$ cat src/rtl/relu_stream_tx.sv
// -----------------------------------------------------------------------------
// relu_stream_tx
//
// Producer side of the relu_valid/relu_data stream that feeds maxpool.
// Signed convolution results are rectified (negative -> 0) and saturated to an
// unsigned DATA_W-bit value on the way into a small FIFO. The FIFO is drained
// one entry at a time as single-cycle relu_valid strobes spaced at least GAP
// cycles apart. maxpool cannot stall us, so every bit of pacing happens here.
//
// Ports
//   clk         in   system clock, rising edge
//   rstn        in   asynchronous active-low reset
//   conv_valid  in   conv_data is valid this cycle
//   conv_data   in   CONV_W-bit two's-complement accumulator result
//   conv_ready  out  FIFO has room (combinational, count != DEPTH)
//   relu_valid  out  registered single-cycle strobe to maxpool
//   relu_data   out  registered pixel, forced to 0 when relu_valid is 0
//   relu_eol    out  registered, high with relu_valid on the last pixel of a row
//   ovf_err     out  sticky, set when a conv_valid beat was dropped on a full FIFO
// -----------------------------------------------------------------------------
module relu_stream_tx #(
   parameter int CONV_W       = 26,
   parameter int DATA_W       = 22,
   parameter int DEPTH        = 16,
   parameter int GAP          = 4,
   parameter int reludata_num = 6
) (
   input  logic              clk,
   input  logic              rstn,
   input  logic              conv_valid,
   input  logic [CONV_W-1:0] conv_data,
   output logic              conv_ready,
   output logic              relu_valid,
   output logic [DATA_W-1:0] relu_data,
   output logic              relu_eol,
   output logic              ovf_err
);

   localparam int AW   = $clog2(DEPTH);
   localparam int CW   = AW + 1;
   localparam int GW   = (GAP > 1) ? $clog2(GAP) : 1;
   localparam int COLW = (reludata_num > 1) ? $clog2(reludata_num) : 1;

   // ReLU followed by unsigned saturation. The sign bit selects zero; any set
   // bit between the sign and the kept field means the value exceeds the
   // DATA_W range and clamps to all ones.
   function automatic logic [DATA_W-1:0] relu_sat(input logic [CONV_W-1:0] x);
      logic [DATA_W-1:0] r;
      if (x[CONV_W-1]) begin
         r = {DATA_W{1'b0}};
      end else if (|x[CONV_W-2:DATA_W]) begin
         r = {DATA_W{1'b1}};
      end else begin
         r = x[DATA_W-1:0];
      end
      return r;
   endfunction

   logic [DATA_W-1:0] mem_q [DEPTH];
   logic [AW-1:0]     wr_ptr_q, wr_ptr_d;
   logic [AW-1:0]     rd_ptr_q, rd_ptr_d;
   logic [CW-1:0]     count_q, count_d;
   logic [GW-1:0]     gap_q, gap_d;
   logic [COLW-1:0]   col_q, col_d;
   logic              valid_q, valid_d;
   logic [DATA_W-1:0] data_q, data_d;
   logic              eol_q, eol_d;
   logic              ovf_q, ovf_d;
   logic              wr_en_s;
   logic              pop_s;
   logic              full_s;

   assign full_s     = (count_q == CW'(DEPTH));
   assign conv_ready = ~full_s;
   assign wr_en_s    = conv_valid & ~full_s;
   assign pop_s      = (count_q != {CW{1'b0}}) & (gap_q == {GW{1'b0}});

   assign relu_valid = valid_q;
   assign relu_data  = data_q;
   assign relu_eol   = eol_q;
   assign ovf_err    = ovf_q;

   // Next-state logic for pointers, occupancy, pacing, row position and outputs.
   always_comb begin
      wr_ptr_d = wr_ptr_q;
      rd_ptr_d = rd_ptr_q;
      count_d  = count_q;
      gap_d    = gap_q;
      col_d    = col_q;
      valid_d  = 1'b0;
      data_d   = {DATA_W{1'b0}};
      eol_d    = 1'b0;
      ovf_d    = ovf_q;

      if (wr_en_s) begin
         wr_ptr_d = wr_ptr_q + AW'(1);
      end else begin
         wr_ptr_d = wr_ptr_q;
      end

      // Occupancy only moves when exactly one of write/pop happens.
      case ({wr_en_s, pop_s})
         2'b10:   count_d = count_q + CW'(1);
         2'b01:   count_d = count_q - CW'(1);
         default: count_d = count_q;
      endcase

      if (pop_s) begin
         rd_ptr_d = rd_ptr_q + AW'(1);
         valid_d  = 1'b1;
         data_d   = mem_q[rd_ptr_q];
         gap_d    = GW'(GAP - 1);
         if (col_q == COLW'(reludata_num - 1)) begin
            col_d = {COLW{1'b0}};
            eol_d = 1'b1;
         end else begin
            col_d = col_q + COLW'(1);
            eol_d = 1'b0;
         end
      end else if (gap_q != {GW{1'b0}}) begin
         // Pacing timer keeps running even while the FIFO is empty.
         gap_d = gap_q - GW'(1);
      end else begin
         gap_d = gap_q;
      end

      if (conv_valid & full_s) begin
         ovf_d = 1'b1;
      end else begin
         ovf_d = ovf_q;
      end
   end

   // Control and output registers; reset discards everything buffered.
   always_ff @(posedge clk or negedge rstn) begin
      if (!rstn) begin
         wr_ptr_q <= {AW{1'b0}};
         rd_ptr_q <= {AW{1'b0}};
         count_q  <= {CW{1'b0}};
         gap_q    <= {GW{1'b0}};
         col_q    <= {COLW{1'b0}};
         valid_q  <= 1'b0;
         data_q   <= {DATA_W{1'b0}};
         eol_q    <= 1'b0;
         ovf_q    <= 1'b0;
      end else begin
         wr_ptr_q <= wr_ptr_d;
         rd_ptr_q <= rd_ptr_d;
         count_q  <= count_d;
         gap_q    <= gap_d;
         col_q    <= col_d;
         valid_q  <= valid_d;
         data_q   <= data_d;
         eol_q    <= eol_d;
         ovf_q    <= ovf_d;
      end
   end

   // FIFO storage; contents need no reset because the pointers gate all reads.
   always_ff @(posedge clk) begin
      if (wr_en_s) begin
         mem_q[wr_ptr_q] <= relu_sat(conv_data);
      end
   end

endmodule

$ cat config.mk
export PLATFORM = sky130hd
export DESIGN_NAME = relu_stream_tx
export DESIGN_NICKNAME = d
export VERILOG_FILES = /design/src/rtl/relu_stream_tx.sv
export SDC_FILE = /design/constraint.sdc
export NUM_CORES = 1
export LEC_CHECK = 0
export ABC_AREA = 1
export BUFFER_PORTS_ARGS = -buffer_cell sky130_fd_sc_hd__buf_2
export CORE_MARGIN = 2
export CORE_UTILIZATION = 26
export DETAILED_ROUTE_END_ITERATION = 8
export GPL_TIMING_DRIVEN = 0
export SKIP_CTS_REPAIR_TIMING = 1
export SYNTH_ARGS = -nofsm -noshare
export SYNTH_HDL_FRONTEND = slang
export SYNTH_SLANG_ARGS = --single-unit
export TNS_END_PERCENT = 100
$ cat constraint.sdc
create_clock -name clk -period 2.7 [get_ports clk]
set_input_delay 0.54 -clock clk [delete_from_list [all_inputs] [get_ports clk]]
set_output_delay 0.54 -clock clk [all_outputs]
set_load 0.02 [all_outputs]
==> results.toml, run 1 <==
[outcome]
status = "complete, no violations"

[setup_path]
cp.buffers_inverters = 3
path_max_fanout = 9
startpoint_type = "flop"
worstPathArrival_ns = 2.80
cp.required_ns = 2.94
cpPeakStageDelay_ns = 0.62
path_class = "flop to flop"
worstPathCellList = "nor2_1 > nand4_1 > buf_4 > nand3_1 > nor3_4 > buf_8 > buf_6"
path_delay_family = "simple AND/OR/NAND/NOR gates"
slowest_stage = "nor3_4"
endpoint_kind = "flop"

[timing]
relSlewSlack_pct = 23.5
tightest_slew_ns = 1.15
fin_crit_ns = 2.55
clock.fmax_mhz = 392
fin_worst_skew_ns = 0.0144
final_max_slew_viol_count = 0
hold_slack_ns = 0.211
setup_violations = 0
post-route-period-util_pct = 94.5
finalSetupTns_ns = 0
rsz0062_at_grt = "yes"
hold_violations = 0

[pwr]
seqPwrFrac_pct = 37.6
clkPwrFrac_pct = 26.5
vdd_drop_max_mv = 0.490
p_int_mw = 12.7
comb_power_share_pct = 35.9
netSwitchingFraction_pct = 38.0
p_total_mw = 20.4
leakagePower_nw = 8.86
p_switching_mw = 7.77
powerDensity_nw_per_um2 = 1010

[synth]
ys_seq_area_share_pct = 67.3
syn_avg_cell_area_um2 = 10.1
yosysWarnings = 0
syn_nets = 1753
synth.cell_area_um2 = 17300
synth-seq-cells = 395
netlist_instances = 1714
ys_types = 24

[detailed_routing]
wirelength_mm = 46.5
drt-initial-drc-count = 973
drt-pass1-iter-count = 5
detail-route-antenna-nets = 0
vias = 11800
wl_per_cell_um = 17.1
avgViaCountPerCell = 4.36
drc = 0

[clocking]
cts_sinks = 395
cts_tree = "built"
cts-root-buf = "clkbuf_16"
clk_pin_slew_ns = 0.06
insertion_delay_ns = 0.54
numCtsBuffers = 39
cts_buffer_depth = 3
htreeDepth = 2

[global_routing]
grt_pass1_wl_mm = 68.8
grt_remaining_overflow = 0
track_usage_pct = 13.4
first_global_vias = 11600
antenna_found_initial = 1
grt_max_degree = 44

[die]
num_rows = 94
die-area_um2 = 68700
io_pins = 55
initial_core_util_pct = 26.3
die_w_um = 262
fp.dieH_um = 262
core_area_um2 = 65900

[placed_design]
io_buffers = 54
dp_hpwl_mm = 30.8
gp_congestion = 0.807

[run]
maxCapViolCount = 0

[finish]
num_antenna_cells = 0
n_fill_cell = 6698
nNetsFinal = 1863
drive_gt1_share_pct = 11.0
syn_to_final_growth_pct = 16.9

[worst_hold_path]
holdCritPathClass = "input port to asynchronous set/reset pin"
## layout make-up
class | count | area, µm² | share of cell area, %
buffer | 78 | 452 | 2.23
clock buffer | 52 | 1120 | 5.53
clock inverter | 17 | 138 | 0.680
inverter | 358 | 1350 | 6.67
multi-input combinational | 882 | 3960 | 19.6
sequential | 395 | 11600 | 57.6
tap | 864 | 1080 | 5.34
timing repair buffer | 70 | 487 | 2.41
## kinds of logic (layout without fill, tap and decap cells)
group	Yosys count	count (layout)	share of synthesized area [%]
DFF	395	395	67.3
xor gates and xnor gates	9	9	0.455
adders and majority gates	10	10	0.723
AOI/OAI and AO/OA	57	57	1.68
and+or+nand+nor	806	806	19.4
buffers and inverters	437	575	10.4
## through the flow
step | setup slack (ns) | cell area (µm²) | util (%) | std cells
after floorplan | -0.256 | 17300 | - | 1714
after global placement | -1.97 | 18700 | 28.3 | 2632
after detailed placement | -0.137 | 18900 | 28.7 | 2644
after CTS | -0.134 | 20200 | 30.6 | 2713
after global routing | -0.0253 | 20200 | 30.7 | 2716
final | 0.148 | 20200 | 30.7 | 2716
## state kept, by name, summed over array words and instances, names as in the netlist
register and cells:
ovf_err 1, relu_eol 1, relu_valid 1, rd_ptr_q 4, gap_q 2, relu_data 22, mem_q 352, count_q 5
wr_ptr_q 4, col_q 3
## layout by cell type, fill, tap and decap left out, types with 2 or more instances in the layout
| cell type | n |
|---|---|
| inv_2 | 2 |
| buf_8 | 5 |
| clkbuf_16 | 42 |
| xor2_1 | 7 |
| dfrtp_1 | 43 |
| xnor2_1 | 2 |
| a21oi_1 | 24 |
| nand4_1 | 2 |
| nand2_1 | 498 |
| o21bai_1 | 2 |
| nor2_1 | 31 |
| buf_6 | 15 |
| clkbuf_8 | 3 |
| nor2_4 | 7 |
| o21ai_0 | 31 |
| buf_2 | 85 |
| buf_1 | 9 |
| inv_1 | 354 |
| clkinvlp_4 | 2 |
| nor2_2 | 6 |
| bufinv_16 | 2 |
| buf_4 | 16 |
| ha_1 | 9 |
| clkinv_2 | 7 |
| inv_4 | 2 |
| buf_16 | 2 |
| nand3_1 | 255 |
| edfxtp_1 | 352 |
| clkbuf_1 | 23 |
| nor3_4 | 2 |
| clkinv_1 | 5 |
## synthesized netlist by cell type
cell type	n	area [µm²]
nor4_1	1	6.26
inv_4	2	12.5
edfxtp_1	352	10600
nand2_2	1	6.26
inv_2	2	7.51
nand4_1	2	12.5
xnor2_1	2	17.5
ha_1	10	125
xor2_1	7	61.3
or3_1	1	6.26
nor3_1	3	15.0
o21ai_0	31	155
buf_2	31	155
clkbuf_1	16	60.1
dfrtp_1	43	1080
a21oi_1	24	120
nor2_1	44	165
buf_4	13	97.6
buf_1	9	33.8
nand2_1	499	1870
o21bai_1	2	15.0
inv_1	354	1330
nand3_1	255	1280
buf_6	10	113
## power by group through the flow
stage,Clock [mW],Combinational [mW],Sequential [mW]
2_1_floorplan,0,4.54,7.86
3_3_place_gp,0,6.98,7.83
3_5_place_dp,0,7.23,7.81
4_1_cts,5.48,7.27,7.68
5_1_grt,5.69,8.05,7.76
6_report,5.41,7.34,7.69
## final timing paths
kind	from	end	slack, ns	depth (start not counted)
worst max-delay path	count_q[1]	mem_q[3][9]	0.15	7
worst min-delay path	rstn	relu_data[14]	0.21	1
worst max register to register	count_q[1]	mem_q[3][9]	0.15	7
worst min register to register	ovf_err	ovf_err	0.47	1
max in group asynchronous	rstn	relu_data[9]	1.76	1
min in group clk	conv_valid	ovf_err	0.30	3
## layer usage
layer	vias up	part of all wire [%]	global-route usage [%]
li1	5658	-	-
met1	5723	42	16.9
met2	365	50	23.8
met3	86	4.9	1.58
met4	2	2.6	4.55
met5	-	0.015	0
Power figures use the tool's default switching activity.
==> inputs of run 2 (changes only) <==
- CORE_UTILIZATION: 26 -> 50
- PLACE_DENSITY: default -> 0.69
==> results.toml, run 2 (synthesized netlist as in run 1, its figures left out) <==
[outcome]
status = "complete, no violations"

[die]
fp.dieH_um = 190
initial_core_util_pct = 50.5
die_w_um = 190
die-area_um2 = 36100
core_area_um2 = 34300
num_rows = 68
io_pins = 55

[timing]
finalSetupTns_ns = 0
clock.fmax_mhz = 410
tightest_slew_ns = 1.11
hold_slack_ns = 0.202
final_max_slew_viol_count = 0
setup_violations = 0
fin_worst_skew_ns = 0.0317
fin_crit_ns = 2.44
post-route-period-util_pct = 90.3
hold_violations = 0
rsz0062_at_grt = "no"
relSlewSlack_pct = 25.8

[setup_path]
crit_path_start = "count_q[1]"
endpoint_kind = "flop"
r2r_slack_ns = 0.26
path_delay_family = "simple AND/OR/NAND/NOR gates"
cpPeakStageDelay_ns = 0.43
slowest_stage = "dfrtp_1"
cp.required_ns = 3.10
startpoint_type = "flop"
worstPathCellList = "nor2_2 > nand4_1 > nand2_4 > buf_4 > ha_4 > xor2_1 > ha_1 > inv_1 > nand2_1 > nand3_1 > nand2_1 > nand2_1 > nand3_1 > o21ai_0"
path_max_fanout = 11
cp.buffers_inverters = 2
path_class = "flop to flop"
worstPathArrival_ns = 2.84
r2r-start = "count_q[1]"
crit_top_cell = "nand2_1"

[clocking]
clk_pin_slew_ns = 0.06
cts-root-buf = "clkbuf_16"
cts_tree = "built"
insertion_delay_ns = 0.55
numCtsBuffers = 40
cts_sinks = 395
htreeDepth = 2
cts_buffer_depth = 3

[global_routing]
grt_pass1_wl_mm = 66.2
antenna_found_initial = 0
track_usage_pct = 24.6
grt_max_degree = 44
grt_remaining_overflow = 0
first_global_vias = 11400

[placed_design]
io_buffers = 54
gp_congestion = 0.822
dp_hpwl_mm = 29.3
placed_cell_area_um2 = 18500

[detailed_routing]
drt-initial-drc-count = 1277
vias = 12000
avgViaCountPerCell = 5.17
drc = 0
drt-pass1-iter-count = 5
wirelength_mm = 43.8
detail-route-antenna-nets = 0
wl_per_cell_um = 18.9

[pwr]
powerDensity_nw_per_um2 = 1040
p_total_mw = 20.6
vdd_drop_max_mv = 0.482
leakagePower_nw = 8.93

[finish]
layout_commonest_cell = "nand2_1"
regMostFlops = "mem_q"
nNetsFinal = 1872
largest_register_ffs = 352
num_antenna_cells = 0
multi_input_area_um2 = 3930
syn_to_final_growth_pct = 14.7
drive_gt1_share_pct = 11.4
design_area_um2 = 19900
seq_area_um2 = 11600
n_fill_cell = 2786
final_cell_mix = "nand2_1 (498), inv_1 (354), edfxtp_1 (352), nand3_1 (255), buf_2 (85)"

[run]
maxCapViolCount = 0

[worst_hold_path]
holdCritPathClass = "input port to asynchronous set/reset pin"
run 2: final cells by class:
class	instances	share of cell area (%)
clock buffer	55	5.74
sequential	395	58.7
tap	455	2.87
multi-input combinational	882	19.8
inverter	358	6.79
clock inverter	19	0.895
timing repair buffer	77	2.94
buffer	79	2.31
run 2: layer usage:
metal / wire (µm) / GRT usage [%]
met5: 0 / 0
met4: 1290 / 9.09
met3: 3740 / 4.45
met2: 21300 / 40.8
met1: 17500 / 32.6
run 2: path summary, 6_finish.rpt:
check,endpoint,cells after the start
setup / recovery,count_q[4],14
max in group asynchronous,count_q[3],1
setup reg to reg,count_q[4],14
min in group clk,ovf_err,3
hold reg to reg,ovf_err,1
hold / removal,relu_data[18],1
run 2: report_power, final:
part	switching [mW]	internal, mW	total [mW]	leakage (nW)
Sequential	0.240	7.43	7.67	3.74
Clock	2.29	3.25	5.54	0.646
Combinational	5.18	2.16	7.35	4.55
run 2: per-stage QoR:
stage               setup slack [ns]  cells  util (%)
floorplan                     -0.256   1714         -
global route                  0.0281   2320      57.9
detailed placement           -0.0341   2242      53.9
finish                         0.262   2320      57.9
global placement               -1.71   2223      52.9
CTS                          -0.0269   2316      57.8
==> inputs of run 3 (changes only) <==
- PLACE_DENSITY: 0.69 -> 0.65
- REMOVE_ABC_BUFFERS: default -> 1
==> results.toml, run 3 (synthesized netlist as in run 1, its figures left out) <==
[timing]
tightest_slew_ns = 1.23
final_max_slew_viol_count = 0
clock.fmax_mhz = 393
hold_violations = 0
rsz0062_at_grt = "no"
hold_slack_ns = 0.264
post-route-period-util_pct = 94.3
relSlewSlack_pct = 17.8
setup_violations = 0
fin_crit_ns = 2.55
fin_worst_skew_ns = 0.0183

[worst_hold_path]
holdCritPathClass = "input port to asynchronous set/reset pin"

[setup_path]
endpoint_kind = "flop"
worstPathArrival_ns = 2.79
path_max_fanout = 7
cp.required_ns = 2.95
startpoint_type = "flop"
path_class = "flop to flop"

[detailed_routing]
drt-initial-drc-count = 796
vias = 11400
wl_per_cell_um = 18.1
avgViaCountPerCell = 5.06
drt-pass1-iter-count = 5
detail-route-antenna-nets = 0
drc = 0
wirelength_mm = 40.7

[die]
die_w_um = 190
initial_core_util_pct = 50.5
num_rows = 68
io_pins = 55
die-area_um2 = 36100
fp.dieH_um = 190
core_area_um2 = 34300

[outcome]
status = "complete, no violations"

[placed_design]
gp_congestion = 0.705
dp_cells = 2166
io_buffers = 54
placed_cell_area_um2 = 18200
dp_hpwl_mm = 20.2

[global_routing]
grt_max_degree = 91
grt_remaining_overflow = 0
grt_pass1_wl_mm = 61.3
antenna_found_initial = 0
first_global_vias = 10900
track_usage_pct = 22.5

[finish]
instances_no_fill = 2250
final_cell_mix = "nand2_1 (499), inv_1 (353), edfxtp_1 (352), nand3_1 (255), buf_2 (54)"
layout_commonest_cell = "nand2_1"
seq_area_um2 = 11700
fin_util_pct = 57.9
multi_input_area_um2 = 3980
drive_gt1_share_pct = 9.53
n_fill_cell = 2743
num_antenna_cells = 0
largest_register_ffs = 352
design_area_um2 = 19900
nNetsFinal = 1800
syn_to_final_growth_pct = 14.7
regMostFlops = "mem_q"

[pwr]
p_total_mw = 20.4
powerDensity_nw_per_um2 = 1030
leakagePower_nw = 8.82
vdd_drop_max_mv = 0.629

[clocking]
insertion_delay_ns = 0.55
numCtsBuffers = 42
cts-root-buf = "clkbuf_16"
clk_pin_slew_ns = 0.06
htreeDepth = 2
cts_tree = "built"
cts_sinks = 395
cts_buffer_depth = 3

[run]
maxCapViolCount = 0
run 3: changes by cell type in the layout (fill, tap and decap cells not counted), moves of 4 or more:
cell / change
buf_6: -9
buf_8: -9
inv_4: -4
buf_2: -31
nor2_2: -13
nor2_4: +12
buf_1: -9
buf_4: -15
clkinv_2: -4
buf_12: +10
clkbuf_16: +5
clkbuf_1: -14
run 3: power breakdown:
part | switching, mW | internal (mW) | leakage, nW
sequential | 0.483 | 7.44 | 3.73
combinational | 4.34 | 2.00 | 4.37
clock | 2.33 | 3.81 | 0.717
run 3: path summary, 6_finish.rpt:
| kind | startpoint | end | slack [ns] | depth (start not counted) |
|---|---|---|---|---|
| max in group asynchronous | rstn | rd_ptr_q[1] | 1.53 | 1 |
| max | count_q[1] | mem_q[7][11] | 0.15 | 6 |
| max reg2reg | count_q[1] | mem_q[7][11] | 0.15 | 6 |
| min | rstn | relu_valid | 0.26 | 1 |
| min reg2reg | col_q[1] | relu_eol | 0.48 | 1 |
| min in group clk | conv_valid | wr_ptr_q[3] | 0.32 | 3 |
run 3: final cells by class:
class                   count  area share (%)
well taps                 455            2.87
flip-flops and latches    395            58.7
multi-input cells         882            20.1
clock inverters            15            1.17
repair buffers             82            3.92
inverters                 358            6.91
clock buffers              63            6.37
run 3: metrics by stage:
step                      setup slack [ns]  setup TNS [ns]
after CTS                           -0.442           -4.57
final                                0.155               0
after detailed placement            -0.404           -4.20
after global placement               -6.88         -613.50
after floorplan                      -2.48          -76.66
after global routing                0.0105               0
run 3: critical path, cell delays in order (launching register included):
cell and delay (ns):
dfrtp_1 0.42, nor2_1 0.10, nand4_1 0.30, nand3_1 0.35, nor3_2 0.68, buf_6 0.24, buf_6 0.15
run 3: routing by layer:
layer,vias up,part of all wire [%],GRT usage (%)
met1,5410,42,29.1
met5,-,0,0
li1,5549,-,-
met4,0,2.5,6.98
met3,74,5.4,2.79
met2,347,50,39.8
